**config.mk**
```make
export PLATFORM = sky130hd
export DESIGN_NAME = grf_wport_arbiter
export DESIGN_NICKNAME = d
export VERILOG_FILES = /design/src/rtl/grf_pkg.sv /design/src/rtl/grf_wq_fifo.sv /design/src/rtl/grf_wport_arbiter.sv
export SDC_FILE = /design/constraint.sdc
export NUM_CORES = 1
export LEC_CHECK = 0
export BUFFER_PORTS_ARGS = -buffer_cell sky130_fd_sc_hd__buf_2
export CAP_MARGIN = 10
export CORE_ASPECT_RATIO = 2
export CORE_UTILIZATION = 40
export DETAILED_ROUTE_END_ITERATION = 8
export PLACE_DENSITY = 0.69
export REMOVE_ABC_BUFFERS = 1
export SLEW_MARGIN = 10
export SYNTH_ARGS = -nofsm -noshare
export SYNTH_HDL_FRONTEND = slang
export SYNTH_SLANG_ARGS = --single-unit
```
**constraint.sdc**
```tcl
create_clock -name clk -period 2.4 [get_ports clk]
set_input_delay 0 -clock clk [delete_from_list [all_inputs] [get_ports clk]]
set_output_delay 0 -clock clk [all_outputs]
set_load 0.005 [all_outputs]
```
**src/rtl/grf_pkg.sv**
```systemverilog
// Shared widths and the queued-write entry type for the GRF write-port arbiter.
package grf_pkg;

   localparam int                REG_W    = 5;
   localparam int                DATA_W   = 32;
   localparam logic [REG_W-1:0]  ZERO_REG = '0;

   typedef struct packed {
      logic [REG_W-1:0]  rd;
      logic [DATA_W-1:0] data;
      logic [DATA_W-1:0] pc;
      logic              kill;
   } wq_entry_t;

endpackage

```
**src/rtl/grf_wq_fifo.sv**
```systemverilog
// Circular buffer of pending secondary GRF writes, with per-entry kill bit
// and combinational destination-match outputs for two query registers.
module grf_wq_fifo
   import grf_pkg::*;
#(
   parameter  int DEPTH = 2,
   localparam int PTR_W = $clog2(DEPTH),
   localparam int CNT_W = PTR_W + 1
) (
   input  logic             clk,
   input  logic             reset,
   input  logic             push,
   input  wq_entry_t        push_entry,
   input  logic             pop,
   input  logic             kill_en,
   input  logic [REG_W-1:0] kill_reg,
   input  logic [REG_W-1:0] query1,
   input  logic [REG_W-1:0] query2,
   output wq_entry_t        head,
   output logic [CNT_W-1:0] count,
   output logic             hit1,
   output logic             hit2
);

   wq_entry_t        mem [DEPTH];
   logic [DEPTH-1:0] valid;
   logic [PTR_W-1:0] rd_ptr;
   logic [PTR_W-1:0] wr_ptr;

   // NOTE: entry storage has no reset; the valid bits alone decide what is live.
   always_ff @(posedge clk) begin
      for (int i = 0; i < DEPTH; i++) begin
         if (kill_en && valid[i] && (mem[i].rd == kill_reg)) mem[i].kill <= 1'b1;
      end
      if (push) mem[wr_ptr] <= push_entry;
   end

   always_ff @(posedge clk) begin
      if (reset) begin
         valid  <= '0;
         rd_ptr <= '0;
         wr_ptr <= '0;
         count  <= '0;
      end else begin
         if (pop) begin
            valid[rd_ptr] <= 1'b0;
            rd_ptr        <= PTR_W'(rd_ptr + 1'b1);
         end
         if (push) begin
            valid[wr_ptr] <= 1'b1;
            wr_ptr        <= PTR_W'(wr_ptr + 1'b1);
         end
         case ({push, pop})
            2'b10:   count <= CNT_W'(count + 1'b1);
            2'b01:   count <= CNT_W'(count - 1'b1);
            default: count <= count;
         endcase
      end
   end

   assign head = mem[rd_ptr];

   // NOTE: every always_comb output gets a default first so no latch is inferred.
   always_comb begin
      hit1 = 1'b0;
      hit2 = 1'b0;
      for (int i = 0; i < DEPTH; i++) begin
         if (valid[i] && (mem[i].rd == query1)) hit1 = 1'b1;
         if (valid[i] && (mem[i].rd == query2)) hit2 = 1'b1;
      end
   end

endmodule

```
**src/rtl/grf_wport_arbiter.sv**
```systemverilog
// Shares the GRF write port between the W stage (priority) and a queued secondary source.
// Optional: define GRF_WPORT_BYPASS_EN to let a secondary result write straight through an idle, empty port.
module grf_wport_arbiter
   import grf_pkg::*;
#(
   parameter  int DEPTH = 2,
   localparam int CNT_W = $clog2(DEPTH) + 1
) (
   input  logic              clk,
   input  logic              reset,
   input  logic              w_regwrite,
   input  logic [REG_W-1:0]  w_reg,
   input  logic [DATA_W-1:0] w_data,
   input  logic [DATA_W-1:0] w_pc,
   input  logic              s_valid,
   output logic              s_ready,
   input  logic [REG_W-1:0]  s_reg,
   input  logic [DATA_W-1:0] s_data,
   input  logic [DATA_W-1:0] s_pc,
   input  logic [REG_W-1:0]  read_reg1,
   input  logic [REG_W-1:0]  read_reg2,
   output logic              busy1,
   output logic              busy2,
   output logic              regwrite,
   output logic [REG_W-1:0]  write_reg,
   output logic [DATA_W-1:0] write_data,
   output logic [DATA_W-1:0] pc_new,
   output logic [CNT_W-1:0]  fifo_count
);

   wq_entry_t head;
   wq_entry_t push_entry;
   logic      w_claim;
   logic      head_valid;
   logic      s_accept;
   logic      bypass;
   logic      push;
   logic      pop;
   logic      hit1;
   logic      hit2;

   // Writes to $0 never claim the port, leaving it free for the queue head.
   assign w_claim    = !reset && w_regwrite && (w_reg != ZERO_REG);
   assign head_valid = (fifo_count != '0);
   assign s_ready    = !reset && (fifo_count < CNT_W'(DEPTH));
   assign s_accept   = s_valid && s_ready;
   assign pop        = !reset && !w_claim && head_valid;

`ifdef GRF_WPORT_BYPASS_EN
   assign bypass = s_accept && !w_claim && !head_valid && (s_reg != ZERO_REG);
`else
   assign bypass = 1'b0;
`endif

   assign push       = s_accept && (s_reg != ZERO_REG) && !bypass;
   assign push_entry = '{rd: s_reg, data: s_data, pc: s_pc, kill: 1'b0};

   grf_wq_fifo #(.DEPTH(DEPTH)) u_fifo (
      .clk        (clk),
      .reset      (reset),
      .push       (push),
      .push_entry (push_entry),
      .pop        (pop),
      .kill_en    (w_claim),
      .kill_reg   (w_reg),
      .query1     (read_reg1),
      .query2     (read_reg2),
      .head       (head),
      .count      (fifo_count),
      .hit1       (hit1),
      .hit2       (hit2)
   );

   // A killed head still pops, but spends its port cycle without writing.
   always_comb begin
      regwrite   = 1'b0;
      write_reg  = ZERO_REG;
      write_data = '0;
      pc_new     = '0;
      if (w_claim) begin
         regwrite   = 1'b1;
         write_reg  = w_reg;
         write_data = w_data;
         pc_new     = w_pc;
      end else if (pop) begin
         if (!head.kill) begin
            regwrite   = 1'b1;
            write_reg  = head.rd;
            write_data = head.data;
            pc_new     = head.pc;
         end
      end else if (bypass) begin
         regwrite   = 1'b1;
         write_reg  = s_reg;
         write_data = s_data;
         pc_new     = s_pc;
      end
   end

   assign busy1 = !reset && (read_reg1 != ZERO_REG) && hit1;
   assign busy2 = !reset && (read_reg2 != ZERO_REG) && hit2;

endmodule

```
==> summary by stage, run 1 <==
Global routing
The initial antenna violation count is 1. The global-route usage over all layers is 0.211. The overall overflow remaining after global route is 0. Entering global routing, the biggest net connects between 40 and 50 pins.

The via count of the first global-routing pass is between 5k and 6k. The wire length of the first global-routing pass is 26.6 mm.

Place
The quantity of I/O buffers inserted on ports is between 200 and 250. The weighted congestion at the end of routability-driven global placement is ~0.91. The placed wire-length estimate after detailed placement is about 12 mm. After detailed placement, the design holds a cell count of around 880.

Setup path
The worst register-to-register path ends at u_fifo.mem[0][69]$_DFFE_PP_. The number of buffers and inverters on the critical path is 4. The worst register-to-register path begins at u_fifo.count[1]$_SDFFE_PP0P_.

The kind of start point of the critical path is a primary input. The critical path goes through dlygate4sd3_1, buf_2, nor2b_1, o31a_4, buf_4, nand2_1, o21ai_2, buf_2. The register-to-register setup slack is 410 ps.

The most numerous cell type found on the critical path is sky130_fd_sc_hd__buf_2. The required time at the endpoint of the critical path is approximately 2400 ps. Data on the critical path arrives at its endpoint at approximately 2100 ps. The timing endpoint of the critical path is write_data[30]. Along the worst path, the maximum fanout reaches 23. The critical path runs through a total of 8 cells. Grouping stages by cell kind, the critical path spends the most delay in buffers and inverters. Counting cells, the worst reg-to-reg path comes to 5. The most critical setup path has its startpoint at reset. The critical path start-end classification is in -> out. The slowest stage of the critical path is the sky130_fd_sc_hd__dlygate4sd3_1 cell. The category of the worst setup path capture point is an output pin. The stage delay of the slowest cell on the critical path is 530 ps.

Floorplanning
The floorplan step defined a core boundary enclosing 15700 um2. Measured along the y axis, the die boundary spans roughly 180 um. In this run the core area contains 65 standard-cell rows. The die footprint is between 15000 and 20000 um2. For this configuration, the core starts out at a cell density of 0.408. The horizontal die dimension is about 90 um.

During I/O placement, the number of pins put on the boundary was approximately 230.

Yosys
The netlist area before placement is between 6000 and 7000 um2. In this run, synthesis produced a sequential element count of about 150. The number of warnings issued by yosys is 0.

The post-synthesis area per instance is ~14 um2. The post-synthesis cell count is about 470. The fraction of synthesized cell area taken by the top area cell type is 0.647. Of all cell types, the one taking the most synthesized area is sky130_fd_sc_hd__edfxtp_1. By area the synthesized netlist is led by sky130_fd_sc_hd__edfxtp_1, sky130_fd_sc_hd__a22oi_1, sky130_fd_sc_hd__o21ai_2, sky130_fd_sc_hd__nand2_1, sky130_fd_sc_hd__xor2_1. The number of distinct standard cells referenced by the synthesized netlist is 31. The register area share after synthesis is 0.675.

CTS
TritonCTS created 17 clock buffers. The source-to-sink clock delay at the later pin of the worst-skew pair is about 400 ps. The buffer type at the clock tree root is sky130_fd_sc_hd__clkbuf_16. The clock drives between 100 and 150 sinks. The clock tree synthesis step divided the H-tree into 4 levels.

The CTS tree is yes. Buffers added to address setup during post-CTS repair amount to 0. The clock transition at the registers of the reported paths is approximately 60 ps. The worst-case clock buffer depth is 2.

Power and ir drop
The design draws ~0.0063 W. The cell internal power dissipation is around 0.0048 W. The share of total power dissipated in combinational logic is 0.119.

For this design the ratio of total power to cell area is around 700 nW/um2. In this run the static leakage power is between 3 and 4 nW. The net switching power figure is 0.00144 W. Of the total power, the clock network draws 0.409.

Of the total power, the share spent switching nets is 0.231. Across the VDD grid, the largest voltage drop is 0.000502 V. The sequential group share of total power is 0.472.

STA
The final hold violation count was 0. Dividing the final minimum period by the clock period gives 0.893. Setup repair after global routing left no endpoint under its margin.

The maximum clock frequency is between 400 and 500 MHz. The final critical-path required period is ~2100 ps. At the pin with the least slew margin, the transition time is approximately 600 ps. Setup violations remaining at the end of the flow were counted as 0. The number of pins exceeding their max-slew limit in the final report came to 0.

The clock skew after layout is about 5.6 ps. The worst-case headroom to the max-slew limit is 0.594.

Drt
The iteration-0 DRC count of the detailed router is 237. The antenna violation net count after detailed routing is 0. The via count of the routed design is around 5.1k. The DRC violation count after routing is 0. The average via count per standard cell is around 5.2. The first detailed-routing pass ran for 5 iterations. Dividing the detail-routed wire length by the instance count gives ~17 um. The final routed wirelength across all metal layers is between 15 and 20 mm.

Layout
From synthesis to final layout, the design area changed by 41.3%. The final-stage net count is between 900 and 1k. The area of all sequential standard cells is 4320 um2.

The final cell count without fillers is slightly below 1k. The library cell used most frequently in the layout, excluding fill and tap cells, is sky130_fd_sc_hd__buf_2. The share of cells above drive strength 1 is 0.420. Counting the fill cells in the layout gives around 1.3k. In the layout the commonest cells are sky130_fd_sc_hd__buf_2, sky130_fd_sc_hd__edfxtp_1, sky130_fd_sc_hd__dlygate4sd3_1, sky130_fd_sc_hd__nand2_1, sky130_fd_sc_hd__a22oi_1. The multi-input combinational cells in the finished layout cover a total of around 1900 um2.

Flow run
The max capacitance violation total is 0.

Run status
The run finished with clean final reports.

Worst hold path
The type of the most critical hold path is in -> reg.
==> metrics by stage <==
step / instance area (um2) / util / TNS, ps / hold slack [ps] / worst slack [ps]
floorplan: 6230 / - / -101220 / 32.3 / -995
global placement: 7750 / 0.494 / 0 / 190 / 466
detailed placement: 7750 / 0.494 / 0 / 191 / 396
CTS: 9040 / 0.576 / 0 / 96.6 / 135
global route: 9050 / 0.577 / 0 / 130 / 88.9
finish: 9050 / 0.577 / 0 / 124 / 257
==> cell families (layout without fill, tap and decap cells) <==
kind of cell    after synthesis  after routing  synth area share
simple gates                100            100            0.0651
fa+ha+maj                     1              1           0.00195
other cells                   0              1                 0
xor+xnor                     33             33            0.0451
compound gates              154            154             0.183
buf+inv                      36            346            0.0297
flops                       147            147             0.675
==> worst min-delay path by stage <==
stage	slack, ps	to	from	depth (start not counted)
finish	120	u_fifo.mem[1][0]$_SDFF_PP0_	w_reg[3]	4
global route	130	u_fifo.mem[1][0]$_SDFF_PP0_	w_reg[3]	4
CTS	100	u_fifo.mem[1][0]$_SDFF_PP0_	w_reg[3]	4
detailed placement	190	u_fifo.mem[0][22]$_DFFE_PP_	s_pc[21]	1
global placement	190	u_fifo.mem[0][21]$_DFFE_PP_	s_pc[20]	1
floorplan	30	busy1	reset	1
==> tightest hold or removal path, delay by kind of cell <==
family / cells / cell delay (ps)
AOI/OAI and AO/OA: 1 / 120
and+or+nand+nor: 1 / 80
buffers and inverters: 1 / 140
xor gates and xnor gates: 1 / 150
==> power groups by stage <==
stage / sequential (W) / combinational [W] / clock (W)
finish: 0.00295 / 0.000743 / 0.00256
global route: 0.00296 / 0.000814 / 0.00272
floorplan: 0.00300 / 0.000311 / 0
detailed placement: 0.00301 / 0.000651 / 0
global placement: 0.00300 / 0.000631 / 0
CTS: 0.00295 / 0.000747 / 0.00260
==> synthesized netlist by cell type, drive strengths merged <==
cell type	number
or4	1
o21ai	72
ha	1
a2111o	1
clkbuf	22
a22oi	69
nor2	11
o21bai	1
a221oi	2
o31a	1
edfxtp	138
o21a	1
or2	1
nand3	4
a41oi	2
dfxtp	9
nor4	6
nor3	2
xor2	25
nor2b	2
buf	9
xnor2	8
a21oi	4
nand2	70
inv	5
or3	2
o211ai	1
nand2b	1
==> flip-flops by register name (all words and copies together) (netlist names), named ones only <==
name	count
u_fifo.wr_ptr	1
u_fifo.count	2
u_fifo.valid	2
u_fifo.rd_ptr	1
u_fifo.mem	140
==> timing repair <==
action / in CTS / in global routing
hold endpoints to repair: 145 / 0
endpoints found under the setup margin: 0 / 12
hold buffers: 71 / 0
gates resized for setup: 0 / 1
==> routing by layer <==
metal | vias up | share of wire | GRT usage
met2 | 173 | 0.57 | 0.397
met3 | 43 | 0.036 | 0.0387
met1 | 2456 | 0.35 | 0.208
met5 | - | 0 | 0
li1 | 2400 | - | -
met4 | 0 | 0.045 | 0.130
==> layout make-up <==
| type | instances | area share |
|---|---|---|
| inverter | 5 | 0.00207 |
| antenna | 1 | 0.000277 |
| tap | 201 | 0.0278 |
| multi-input combinational | 288 | 0.212 |
| clock buffer | 18 | 0.0474 |
| timing repair buffer | 309 | 0.216 |
| clock inverter | 14 | 0.0169 |
| sequential | 147 | 0.478 |
Power figures use the tool's default switching activity.
==> run 2, diff against run 1 <==
--- a/config.mk
+++ b/config.mk
@@ -5,12 +5,14 @@
 export SDC_FILE = /design/constraint.sdc
 export NUM_CORES = 1
 export LEC_CHECK = 0
+export ABC_AREA = 1
 export BUFFER_PORTS_ARGS = -buffer_cell sky130_fd_sc_hd__buf_2
 export CAP_MARGIN = 10
 export CORE_ASPECT_RATIO = 2
 export CORE_UTILIZATION = 40
 export DETAILED_ROUTE_END_ITERATION = 8
-export PLACE_DENSITY = 0.69
+export GPL_ROUTABILITY_DRIVEN = 1
+export PLACE_DENSITY = 0.68
 export REMOVE_ABC_BUFFERS = 1
 export SLEW_MARGIN = 10
 export SYNTH_ARGS = -nofsm -noshare
==> summary by stage, run 2 <==
Setup path
The required time at the endpoint of the critical path is 2400 ps (about the same). The category of the worst setup path capture point is an output pin. The data arrival time at the worst-slack endpoint came to 2200 ps (+60 ps). The stage delay of the slowest cell on the critical path is 420 ps (-110 ps). The register-to-register setup slack is 630 ps (+220 ps). The number of buffer and inverter stages on the critical path came to 2 (-2). The maximum fanout along the worst path is 44 (+91%). The startpoint identified for the worst register-to-register timing path is u_fifo.count[1]$_SDFFE_PP0P_. The endpoint identified for the worst register-to-register timing path is u_fifo.mem[0][58]$_DFFE_PP_.

The family with the most delay on the worst path is simple AND/OR/NAND/NOR gates. The worst setup path is of the reg -> out kind. The signal on the critical path passes through nor2_1, nor2_2, nand2_4, nor2_8, buf_12, nand3_1, nand2_1, buf_2. The logic depth of the worst register-to-register path is 4 (-1). The master of the slowest instance on the critical path is sky130_fd_sc_hd__dfxtp_1.

The kind of start point of the critical path is a register.

Layout
The most common cell after layout, fill and taps aside is sky130_fd_sc_hd__buf_2. The final-stage net count is 1073 (+17%). The share of cells above drive strength 1 was 0.375 (-0.0448).

More flip-flops sit in one register than any other, and that register is u_fifo.mem. The area growth from synthesis to layout is 37.3%. The largest registers in the layout are u_fifo.mem x140, u_fifo.count x2, u_fifo.valid x2. The number of flip-flops in the largest register is 140 (unchanged). In the layout the commonest cells are sky130_fd_sc_hd__buf_2, sky130_fd_sc_hd__nand2_1, sky130_fd_sc_hd__edfxtp_1, sky130_fd_sc_hd__nand3_1, sky130_fd_sc_hd__dlygate4sd3_1.

Drt
The DRC violation count after routing was 0 (unchanged). The iteration-0 DRC count of the detailed router is 215 (-9.3%). The antenna violation net count after detailed routing is 0 (unchanged). The first-pass iteration count of the detailed router is 4 (-1). The per-cell routed wire length is 15.7 um (-9.4%).

The average via count per standard cell was 4.94 (-4.3%). The final routed wirelength across all metal layers is 17.9 mm (+5.1%). The via count of the routed design came to 5636 (+11%).

STA
The transition time at the pin with the least slew margin came to 693 ps (+83.0 ps). The count of final setup violators is 0 (unchanged). The hold slack is 50.4 ps (-74.1 ps). The clock skew after layout is 7.01 ps (+1.42 ps). The final hold violation count is 0 (unchanged). The number of pins exceeding their max-slew limit in the final report is 0 (unchanged). Setup repair after global routing left no endpoint under its margin. The worst-case headroom to the max-slew limit is 0.538 (-0.0554).

The share of the clock period used by the worst path after layout is 0.916 (+0.0231). The final critical-path setup slack is 202 ps (-55.5 ps). The final critical-path required period is 2200 ps (+55.5 ps). The maximum clock frequency is 455 MHz (-2.5%).

Power and ir drop
The leakage dissipation is 4.19 nW (+11%). The worst voltage drop across the vdd grid was 0.000503 V (+0.11%). The total power per unit cell area is 712 nW/um2 (+3.0%).

CTS
The source-to-sink clock delay at the later pin of the worst-skew pair is 410 ps (about the same). The buffer type at the clock tree root is sky130_fd_sc_hd__clkbuf_16. The H-tree depth reported by CTS is 4 (unchanged). The CTS sink count was 147 (unchanged). The clock transition at the registers of the reported paths came to 60 ps (about the same).

The number of CTS-inserted buffers is 17 (unchanged). The CTS tree is yes. The worst-case clock buffer depth is 2 (unchanged).

Yosys
The area fraction in compound gates after synthesis is 0.0199 (-0.163). Among all cell types in the netlist, the one instantiated most often is sky130_fd_sc_hd__nand2_1. The arithmetic-cell share of the synthesized area counting full adders, half adders and majority gates is 0.00180 (-0.000157). The number of flops mapped to enable cells by yosys is 138 (unchanged). The post-synthesis cell count was 624 (+32%). The commonest register cell after synthesis is sky130_fd_sc_hd__edfxtp_1. The number of distinct standard cells referenced by the synthesized netlist is 27 (-13%). The netlist area before placement is 6960 um2 (+8.7%). The main combinational cell family by area after synthesis is simple AND/OR/NAND/NOR gates. The library cell occupying the most area in the post-synthesis netlist is sky130_fd_sc_hd__edfxtp_1. The number of register bits inferred by synthesis came to 147 (unchanged).

The xor/xnor share of the synthesized area is 0.0101 (-0.0351). The fraction of synthesized cell area taken by the top area cell type is 0.595 (-0.0520). The share of async-settable or async-resettable flops after synthesis is 0 (unchanged).

The mux cell area share after synthesis is 0.104 (+0.104). After synthesis, the cell types taking the most area are sky130_fd_sc_hd__edfxtp_1, sky130_fd_sc_hd__mux2_2, sky130_fd_sc_hd__nand2_1, sky130_fd_sc_hd__nand3_1, sky130_fd_sc_hd__dfxtp_1. The register area share after synthesis is 0.621 (-0.0542). Counting instances in the post-synthesis netlist gives the leading cell types as sky130_fd_sc_hd__nand2_1, sky130_fd_sc_hd__edfxtp_1, sky130_fd_sc_hd__nand3_1. The number of warnings issued by yosys is 0 (unchanged).

The post-synthesis area per instance is 11.2 um2 (-18%). The simple logic cell fraction of the synthesized area is 0.199 (+0.133).

Worst hold path
The type of the most critical hold path is in -> reg. The worst hold path cell count is 6 (+2). The terminating pin of the worst hold path is u_fifo.mem[0][0]$_SDFF_PP0_.

In this run the most critical hold path is launched from w_reg[1].

Floorplanning
The horizontal die dimension is 95.3 um (+4.2%). The area of the placeable core came to 16800 um2 (+7.3%). The chip height was 189 um (+4.2%). The die footprint was 18000 um2 (+8.6%). The boundary pin count is 227 (unchanged).

The number of rows created at floorplan was 67 (+3.1%). The effective utilization at floorplan was 0.413 (+0.00526).

Global routing
The pin count of the biggest net entering global routing is 70 (+49%). The overall overflow remaining after global route was 0 (unchanged). The initial antenna violation count is 1 (unchanged). The wire length of the first global-routing pass is 27.7 mm (+4.3%).

The global-route usage over all layers is 0.206 (-0.00556). The via count of the first global-routing pass is 5869 (+8.6%).

Place
The worst setup slack after placement is 550 ps (+153 ps). The quantity of I/O buffers inserted on ports is 226 (unchanged). The placed wire-length estimate after detailed placement was 12.1 mm (+2.5%). The weighted congestion at the end of routability-driven global placement is 0.921 (+0.98%).

Run status
The run finished with clean final reports.

Flow run
The max capacitance violation total was 0 (unchanged).
-- run 2: cells by family (layout without fill, tap and decap cells) --
| kind of cell | count (synthesis) | count (layout) |
|---|---|---|
| AND/OR/NAND/NOR | 316 | 316 |
| flip-flops | 147 | 147 |
| multiplexers | 64 | 64 |
| buffers and inverters | 61 | 370 |
| AO/OA/AOI/OAI | 27 | 27 |
| XOR/XNOR | 8 | 8 |
| adder cells (fa/ha/maj) | 1 | 1 |
| other | 0 | 1 |
-- run 2: final cells by class --
type	count	area, um2
Antenna cell	1	2.50
Clock buffer	19	433
Clock inverter	13	149
Fill cell	1474	7290
Inverter	30	115
Multi-Input combinational cell	416	2320
Sequential cell	147	4330
Tap cell	207	259
Timing Repair Buffer	308	1950
-- run 2: through the flow --
stage	util	total power [W]	setup TNS, ps	area (um2)	instances
after floorplan	-	0.00370	-81520	6760	593
after global placement	0.491	0.00418	0	8270	1038
after detailed placement	0.491	0.00419	0	8270	1038
after CTS	0.567	0.00686	0	9550	1140
after global routing	0.567	0.00709	0	9560	1141
final	0.567	0.00680	0	9560	1141
-- run 2: worst max-delay path by stage --
stage                                       from                     endpoint  slack [ps]  cells after the start
global placement    u_fifo.count[1]$_SDFFE_PP0P_  u_fifo.mem[0][39]$_DFFE_PP_         610                      4
CTS                                        reset                   pc_new[10]          40                      8
finish              u_fifo.count[0]$_SDFFE_PP0P_               write_data[27]         200                      8
floorplan                               register                    pc_new[0]        -810                      4
global route        u_fifo.count[0]$_SDFFE_PP0P_               write_data[27]          70                      8
detailed placement                         reset  u_fifo.mem[1][0]$_SDFF_PP0_         550                      6
-- run 2: what timing repair did --
action | CTS | global route
hold buffers | 70 | 0
endpoints found under the setup margin | 0 | 67
endpoints found under the hold margin | 145 | 0
gates resized for setup | 0 | 2
setup buffers | 0 | 0
-- run 2: worst min-delay path: stages --
cell and delay [ps]:
sky130_fd_sc_hd__buf_2 130, sky130_fd_sc_hd__nand2_1 60, sky130_fd_sc_hd__nand3_1 60, sky130_fd_sc_hd__nor2_1 40
sky130_fd_sc_hd__nand3_1 70, sky130_fd_sc_hd__a21oi_1 60
-- run 2: power breakdown --
part	internal [W]	total [W]	switching, W	leakage [nW]
clock network	0.00155	0.00258	0.00103	0.275
logic	0.000572	0.00121	0.000636	2.57
registers	0.00296	0.00302	0.0000558	1.34
-- run 2: routing by layer --
| metal | wire, um | GRT usage | vias to the layer above |
|---|---|---|---|
| met3 | 653 | 0.0331 | 31 |
| met5 | 0 | 0 | - |
| met2 | 10300 | 0.395 | 175 |
| li1 | - | - | 2763 |
| met4 | 500 | 0.0897 | 0 |
| met1 | 6410 | 0.208 | 2667 |
==> run 3, diff against run 2 <==
--- a/config.mk
+++ b/config.mk
@@ -9,12 +9,13 @@
 export BUFFER_PORTS_ARGS = -buffer_cell sky130_fd_sc_hd__buf_2
 export CAP_MARGIN = 10
 export CORE_ASPECT_RATIO = 2
-export CORE_UTILIZATION = 40
+export CORE_UTILIZATION = 48
+export CTS_BUF_LIST = sky130_fd_sc_hd__clkbuf_2
 export DETAILED_ROUTE_END_ITERATION = 8
 export GPL_ROUTABILITY_DRIVEN = 1
-export PLACE_DENSITY = 0.68
+export PLACE_DENSITY = 0.79
 export REMOVE_ABC_BUFFERS = 1
-export SLEW_MARGIN = 10
+export SLEW_MARGIN = 20
 export SYNTH_ARGS = -nofsm -noshare
 export SYNTH_HDL_FRONTEND = slang
 export SYNTH_SLANG_ARGS = --single-unit
==> summary by stage, run 3 (synthesized netlist as in run 2, its figures left out) <==
Run status
The flow ran to the end, and the final reports show no timing, DRC or antenna violations.

CTS
CTS placed an instance of sky130_fd_sc_hd__clkbuf_2 at the clock tree root. The source-to-sink clock delay at the later pin of the worst-skew pair is 640 ps (+230 ps). TritonCTS built the clock tree.

The worst-case clock buffer depth is 3 (+1). The number of CTS-inserted buffers is 25 (+8). The H-tree depth reported by CTS is 4 (unchanged). The clock transition at the registers of the reported paths is 190 ps (+130 ps). The CTS sink count came to 147 (unchanged).

Floorplanning
The die footprint is 15000 um2 (-16%). The area of the placeable core was 14000 um2 (-17%). The chip height came to 172 um (-8.6%).

The effective utilization at floorplan came to 0.496 (+0.0826). The number of rows created at floorplan is 61 (-9.0%). The boundary pin count was 227 (unchanged).

The horizontal die dimension is 87.2 um (-8.5%).

STA
The transition time at the pin with the least slew margin is 584 ps (-108 ps). The final critical-path required period is 2320 ps (+119 ps). The share of the clock period used by the worst path after layout came to 0.965 (+0.0494). The clock skew after layout is 74.6 ps (+67.6 ps). The hold slack is 73.8 ps (+23.4 ps).

The maximum clock frequency is 432 MHz (-5.1%). The worst-case headroom to the max-slew limit came to 0.610 (+0.0718). The final hold violation count is 0 (unchanged).

The count of final setup violators is 0 (unchanged). The final critical-path setup slack is 83.3 ps (-119 ps). The number of pins exceeding their max-slew limit in the final report was 0 (unchanged).

Global routing
The initial antenna violation count is 1 (unchanged). The via count of the first global-routing pass is 5661 (-3.5%). The overall overflow remaining after global route is 0 (unchanged).

The wire length of the first global-routing pass is 26.6 mm (-4.1%). The pin count of the biggest net entering global routing is 71 (+1.4%). The global-route usage over all layers is 0.237 (+0.0310).

Drt
The per-cell routed wire length was 15.8 um (+0.76%). The DRC violation count after routing came to 0 (unchanged). The final routed wirelength across all metal layers is 18.2 mm (+1.6%).

The first-pass iteration count of the detailed router was 5 (+1). The via count of the routed design is 5894 (+4.6%). The antenna violation net count after detailed routing is 0 (unchanged). The iteration-0 DRC count of the detailed router was 275 (+28%). The average via count per standard cell is 5.13 (+3.8%).

Setup path
The register-to-register setup slack is 80 ps (-550 ps). The critical path start-end classification is reg -> reg. The required time at the endpoint of the critical path came to 2920 ps (+520 ps). The data arrival time at the worst-slack endpoint was 2840 ps (+640 ps). The worst flop-to-flop path startpoint is u_fifo.mem[1][66]$_DFFE_PP_. The maximum fanout along the worst path is 5 (-89%). The logic depth of the worst register-to-register path was 9 (+5).

The category of the worst setup path capture point is a register. STA classifies the critical path startpoint as a register. The worst register-to-register path ends at u_fifo.mem[1][0]$_SDFF_PP0_.

Power and ir drop
The clock network power share is 0.206 (-0.173). The proportion of total power due to net switching is 0.279 (+0.0261). The sequential group share of total power is 0.561 (+0.117). The cell internal power dissipation came to 0.00387 W (-24%). The relative contribution of combinational cells to total power came to 0.233 (+0.055). The worst voltage drop across the vdd grid was 0.000420 V (-16%).

The leakage dissipation is 4.16 nW (-0.59%). The total power per unit cell area was 571 nW/um2 (-20%). The net switching power figure is 0.00150 W (-13%).

Layout
The final-stage net count came to 1108 (+3.3%). The number of flip-flops in the largest register is 140 (unchanged). More flip-flops sit in one register than any other, and that register is u_fifo.mem. The area of all placed cells without fillers is 9400 um2 (-1.6%). The core utilization of the finished layout was 0.670 (+0.102). The growth of design area from synthesis to finish is 35.1%.

The most common cell after layout, fill and taps aside is sky130_fd_sc_hd__buf_2. The share of cells above drive strength 1 is 0.370 (-0.00534). In the layout the commonest cells are sky130_fd_sc_hd__buf_2, sky130_fd_sc_hd__nand2_1, sky130_fd_sc_hd__edfxtp_1, sky130_fd_sc_hd__dlygate4sd3_1, sky130_fd_sc_hd__nand3_1. The largest registers in the layout are u_fifo.mem x140, u_fifo.count x2, u_fifo.valid x2.

Place
The placed cell area is 8260 um2 (-0.15%). The placed wire-length estimate after detailed placement is 11.7 mm (-4.0%). The weighted congestion at the end of routability-driven global placement is 0.903 (-1.9%). The worst setup slack after placement is 540 ps (-9.59 ps). The quantity of I/O buffers inserted on ports is 226 (unchanged).

Worst hold path
The type of the most critical hold path is in -> reg. The path with the worst hold slack has its endpoint at u_fifo.mem[1][17]$_DFFE_PP_. The worst hold path cell count is 2 (-4).

In this run the most critical hold path is launched from s_pc[16].

Flow run
The max capacitance violation total is 0 (unchanged).
-- run 3: cell types whose count changed in the layout (fill, tap and decap cells not counted), sizes merged --
cell / delta
dlygate4sd3: +23
clkbuf: +8
inv: -5
buf: +4
bufinv: -2
clkinvlp: -2
clkinv: +1
-- run 3: cell type report --
class	instances	area, um2
tap	189	236
multi-input combinational	416	2320
inverter	30	113
antenna	1	2.50
fill	1094	4640
clock inverter	5	25.0
sequential	147	4330
clock buffer	27	135
timing repair buffer	335	2240
-- run 3: worst max-delay path by stage --
stage / start / endpoint / cells past startpoint
4_1_cts: u_fifo.count[1]$_SDFFE_PP0P_ / pc_new[12] / 8
6_report: u_fifo.mem[1][66]$_DFFE_PP_ / u_fifo.mem[1][0]$_SDFF_PP0_ / 9
3_5_place_dp: u_fifo.count[1]$_SDFFE_PP0P_ / u_fifo.mem[0][4]$_DFFE_PP_ / 4
2_1_floorplan: register / pc_new[0] / 4
3_3_place_gp: u_fifo.count[1]$_SDFFE_PP0P_ / u_fifo.mem[0][55]$_DFFE_PP_ / 4
5_1_grt: u_fifo.mem[1][67]$_DFFE_PP_ / u_fifo.mem[1][0]$_SDFF_PP0_ / 9
-- run 3: critical path: stages, from the launching register on --
cell and delay, ps:
sky130_fd_sc_hd__edfxtp_1 500, sky130_fd_sc_hd__nand2_1 150, sky130_fd_sc_hd__nand2_1 60, sky130_fd_sc_hd__inv_1 50, sky130_fd_sc_hd__nand2_1 40, sky130_fd_sc_hd__dlygate4sd3_1 560, sky130_fd_sc_hd__nor2_1 90, sky130_fd_sc_hd__dlygate4sd3_1 570
sky130_fd_sc_hd__nand3_1 90, sky130_fd_sc_hd__a21oi_1 140
-- run 3: repair_timing --
item                       CTS  global route
resized for setup            0             3
setup buffers                0             6
setup endpoints to repair    0            62
hold endpoints to repair   147            12
hold buffers                85             8
-- run 3: power groups by stage --
stage               logic (W)  registers, W  clock network [W]
finish                0.00125       0.00301            0.00111
global route          0.00137       0.00302            0.00126
CTS                   0.00122       0.00301            0.00115
detailed placement    0.00111       0.00307                  0
global placement      0.00109       0.00306                  0
floorplan            0.000588       0.00311                  0
-- run 3: stage by stage --
step / TNS (ps) / total power [W] / std cells
CTS: 0 / 0.00539 / 1135
detailed placement: 0 / 0.00418 / 1018
finish: 0 / 0.00537 / 1150
floorplan: -81520 / 0.00370 / 593
global placement: 0 / 0.00415 / 1018
global route: -31.0 / 0.00566 / 1150
-- run 3: metal layers --
layer | up-vias | global-route usage | part of all wire
met5 | - | 0 | 0
met4 | 0 | 0.136 | 0.039
met3 | 60 | 0.0387 | 0.046
met2 | 241 | 0.434 | 0.56
met1 | 2777 | 0.252 | 0.35
li1 | 2816 | - | -
